--- src/rtl/seq_shift_unit.sv ---
// rtl/seq_shift_unit.sv - iterative one-bit-per-cycle SLL/SRL/SRA shift unit
//
// Ports:
//   clk        rising-edge clock
//   rst        synchronous active-high reset
//   start      request, sampled only while idle
//   op         00=SLL, 01=SRL, 10=SRA, 11=pass-through
//   shamt_word shift-mux output; only [4:0] is the shift amount
//   data_in    value to shift
//   busy       high while an operation is in flight (SHIFT or DONE)
//   done       one-cycle pulse, result valid
//   result     last completed result, held until the next completion
module seq_shift_unit #(
  parameter int WIDTH = 32
) (
  input  logic             clk,
  input  logic             rst,
  input  logic             start,
  input  logic [1:0]       op,
  input  logic [WIDTH-1:0] shamt_word,
  input  logic [WIDTH-1:0] data_in,
  output logic             busy,
  output logic             done,
  output logic [WIDTH-1:0] result
);

  typedef enum logic [1:0] {
    ST_IDLE,
    ST_SHIFT,
    ST_DONE
  } state_t;

  state_t           state;
  state_t           state_next;
  logic [WIDTH-1:0] work;
  logic [WIDTH-1:0] shifted;
  logic [1:0]       opr;
  logic [4:0]       count;

  // Upper bits of the mux word carry Rs/instruction bits that are meaningless here.
  logic unused_shamt_hi;
  assign unused_shamt_hi = ^shamt_word[WIDTH-1:5];

  assign busy = (state != ST_IDLE);
  assign done = (state == ST_DONE);

  always_comb begin
    state_next = state;
    shifted    = work;
    case (opr)
      2'b00:   shifted = work << 1;
      2'b01:   shifted = work >> 1;
      2'b10:   shifted = {work[WIDTH-1], work[WIDTH-1:1]};
      default: shifted = work;
    endcase
    case (state)
      ST_IDLE: begin
        if (start) begin
          // Zero shift and the reserved op need no iterations at all.
          if (shamt_word[4:0] == 5'd0 || op == 2'b11) state_next = ST_DONE;
          else                                         state_next = ST_SHIFT;
        end
      end
      ST_SHIFT: begin
        if (count == 5'd1) state_next = ST_DONE;
      end
      ST_DONE:  state_next = ST_IDLE;
      default:  state_next = ST_IDLE;
    endcase
  end

  always_ff @(posedge clk) begin
    if (rst) begin
      state  <= ST_IDLE;
      work   <= '0;
      opr    <= 2'b00;
      count  <= 5'd0;
      result <= '0;
    end else begin
      state <= state_next;
      case (state)
        ST_IDLE: begin
          if (start) begin
            work  <= data_in;
            opr   <= op;
            count <= shamt_word[4:0];
            if (state_next == ST_DONE) result <= data_in;
          end
        end
        ST_SHIFT: begin
          work  <= shifted;
          count <= count - 5'd1;
          // Final shift and result capture share the same edge.
          if (count == 5'd1) result <= shifted;
        end
        default: ;
      endcase
    end
  end

endmodule
--- config.mk ---
export PLATFORM = sky130hd
export DESIGN_NAME = seq_shift_unit
export DESIGN_NICKNAME = d
export VERILOG_FILES = /design/src/rtl/seq_shift_unit.sv
export SDC_FILE = /design/constraint.sdc
export NUM_CORES = 1
export LEC_CHECK = 0
export ABC_AREA = 1
export BUFFER_PORTS_ARGS = -buffer_cell sky130_fd_sc_hd__buf_2
export CAP_MARGIN = 20
export CORE_UTILIZATION = 35
export DETAILED_ROUTE_END_ITERATION = 8
export PLACE_DENSITY = 0.52
export SKIP_CTS_REPAIR_TIMING = 1
export SYNTH_ARGS = -nofsm -noshare
export SYNTH_HDL_FRONTEND = slang
export SYNTH_SLANG_ARGS = --single-unit
--- constraint.sdc ---
create_clock -name clk -period 1.6 [get_ports clk]
set_input_delay 0.32 -clock clk [delete_from_list [all_inputs] [get_ports clk]]
set_output_delay 0.32 -clock clk [all_outputs]
set_load 0.05 [all_outputs]
==> results.py <==
metrics = {
    "floorplanning": {
        "fp.coreArea_um2": 11400,
        "die_area_um2": 12100,
        "ios": 103,
        "initial_core_util": 0.358,
        "fp.dieW_um": 110,
        "fp-row-count": 39,
        "chipHeight_um": 110,
    },
    "pwr": {
        "vdd_drop_max_mv": 0.493,
        "p_leak_uw": 0.00242,
        "power_density_nw_per_um2": 1170,
    },
    "logic_synthesis": {
        "synth_cell_types": 23,
        "yosys-top-cells-area": "dfxtp_1, nand2_1, nand3_1",
        "synth_common_cells": "nand2_1, nand3_1, nor2_1",
        "synth_flop_cell": "dfxtp_1",
        "ys_seq_area_frac": 0.357,
        "synth_area_per_cell_um2": 6.28,
        "async_reset_ff_frac": 0,
        "synthMostInstantiatedCell": "nand2_1",
        "synth_seq_cells": 73,
        "syn_nets": 723,
        "syn_area_um2": 4090,
        "yosys_warnings": 0,
        "synth.largest_area_cell": "dfxtp_1",
        "synth_top_area_frac": 0.357,
        "synth-edff-count": 0,
        "syn_inst": 652,
    },
    "worst_hold_path": {
        "hold_start": "rst",
        "worst_hold_path_type": "in2reg",
    },
    "place": {
        "hpwl_um": 7760,
        "gp_congestion": 0.803,
        "port_buffers": 75,
        "pre_cts_slack_ns": 0.0919,
    },
    "worst_setup_path": {
        "worstPathMaxFanout": 5,
        "setup.worst_path.start_class": "flop",
        "startpoint": "state[0]$_SDFF_PP0_",
        "end_kind": "output pin",
        "worst_ep_required_time_ns": 1.28,
        "crit_arrival_ns": 1.16,
        "criticalPathCategory": "reg2out",
        "r2r_start": "count[1]$_SDFFE_PP0P_",
    },
    "cts": {
        "tritoncts": "done",
        "clock_latency_ns": 0.34,
        "cts_made_buffers": 9,
        "cts-root-buf": "clkbuf_16",
        "ctsLongestPathBuffers": 2,
        "clk_pin_slew_ns": 0.06,
        "cts.sinks": 73,
        "htree_levels": 3,
    },
    "layout": {
        "final_nets": 793,
        "area.growth.synth_to_final_pct": 22.1,
        "antenna_cells": 0,
        "drive_above_1_share": 0.194,
    },
    "status": {
        "status": "finished, final reports clean",
    },
    "route": {
        "drt_iter0_markers": 282,
        "first_pass_iters": 6,
        "drc": 0,
        "drt_wl_total_um": 11500,
        "vias": 4263,
        "antenna_violating_nets_post_route": 0,
        "viasPerCell": 4.90,
        "wire_per_inst_um": 13.2,
    },
    "global_route": {
        "antenna_found_initial": 0,
        "grt-ovfl-total": 0,
        "grt_pass1_wl_um": 18400,
        "grt_use_total": 0.199,
        "grt_start_max_net_pins": 64,
        "grt_pass1_vias": 3854,
    },
    "sta": {
        "fin_skew_ns": 0.00608,
        "final.period_utilization": 0.926,
        "hold_viol_final": 0,
        "max_slew_margin": 0.781,
        "fin_ws_ns": 0.119,
        "grt_setup_unrepaired": "no",
        "slew_viol_final": 0,
        "setup_viol": 0,
        "fmax_ghz": 0.675,
        "tightest_slew_ns": 0.328,
        "finalCriticalPeriod_ns": 1.48,
        "final.setup.tns_ns": 0,
    },
    "job": {
        "maxCapViolations": 0,
    },
}
-- path summary, 6_finish.rpt --
check | end | cells past startpoint | slack, ns
min reg2reg | count[4]$_SDFFE_PP0P_ | 2 | 0.46
max | done | 3 | 0.12
min | count[4]$_SDFFE_PP0P_ | 2 | 0.24
max reg2reg | result[31]$_SDFFE_PP0P_ | 8 | 0.16
-- layout by cell type (no fill, tap or decap), types with 4 or more instances in the layout --
| cell | n |
|---|---|
| inv_1 | 55 |
| nand3_1 | 108 |
| or2_2 | 16 |
| clkbuf_16 | 9 |
| buf_2 | 75 |
| dfxtp_1 | 71 |
| nor2_1 | 87 |
| buf_4 | 23 |
| o21bai_1 | 15 |
| buf_12 | 4 |
| nand2_1 | 144 |
| a21oi_1 | 43 |
| o21ai_1 | 11 |
| o21ai_0 | 40 |
-- sequential cells by signal, indices dropped and copies added, names as in the netlist --
signal and count:
result 32, work 32, count 5, opr 2, state 2
-- logic make-up after synthesis --
group | after synthesis | synth area share
compound gates | 111 | 0.146
fa+ha+maj | 2 | 0.00611
buf+inv | 102 | 0.109
flops | 73 | 0.357
simple gates | 364 | 0.382
-- report_power, final --
part	leakage, uW	internal [uW]	total, uW	switching, uW
logic	0.00167	522	1540	1020
clock network	0.000153	1330	2110	774
registers	0.000603	2020	2180	168
-- worst max-delay path, stage by stage (launching register included) --
cell     delay [ns]
dfxtp_1        0.32
buf_4          0.15
nor2_1         0.09
buf_2          0.26
-- through the flow --
step	utilization	total power [uW]	hold WS, ns	std cells	cell area, um^2
floorplan	-	3310	0.389	652	4090
global placement	0.410	3750	0.455	854	4680
detailed placement	0.410	3760	0.454	854	4680
CTS	0.437	5890	0.222	870	4990
global route	0.438	6200	0.236	870	5000
finish	0.438	5830	0.236	870	5000
-- layout make-up --
class,count,area (um^2)
repair buffers,102,628
fillers,1269,6420
clock buffers,14,274
clock inverters,2,35.0
inverters,59,221
flip-flops and latches,73,1460
well taps,143,179
multi-input cells,477,2190
-- metal layers --
| layer | global-route usage | vias up | wire, um | part of all wire |
|---|---|---|---|---|
| met2 | 0.320 | 85 | 5160 | 0.45 |
| met5 | 0 | - | 0 | 0 |
| met3 | 0.0453 | 14 | 535 | 0.047 |
| li1 | - | 2242 | - | - |
| met4 | 0.0761 | 0 | 199 | 0.017 |
| met1 | 0.259 | 1922 | 5560 | 0.49 |
Note: power is estimated with default switching activity, not from simulation.
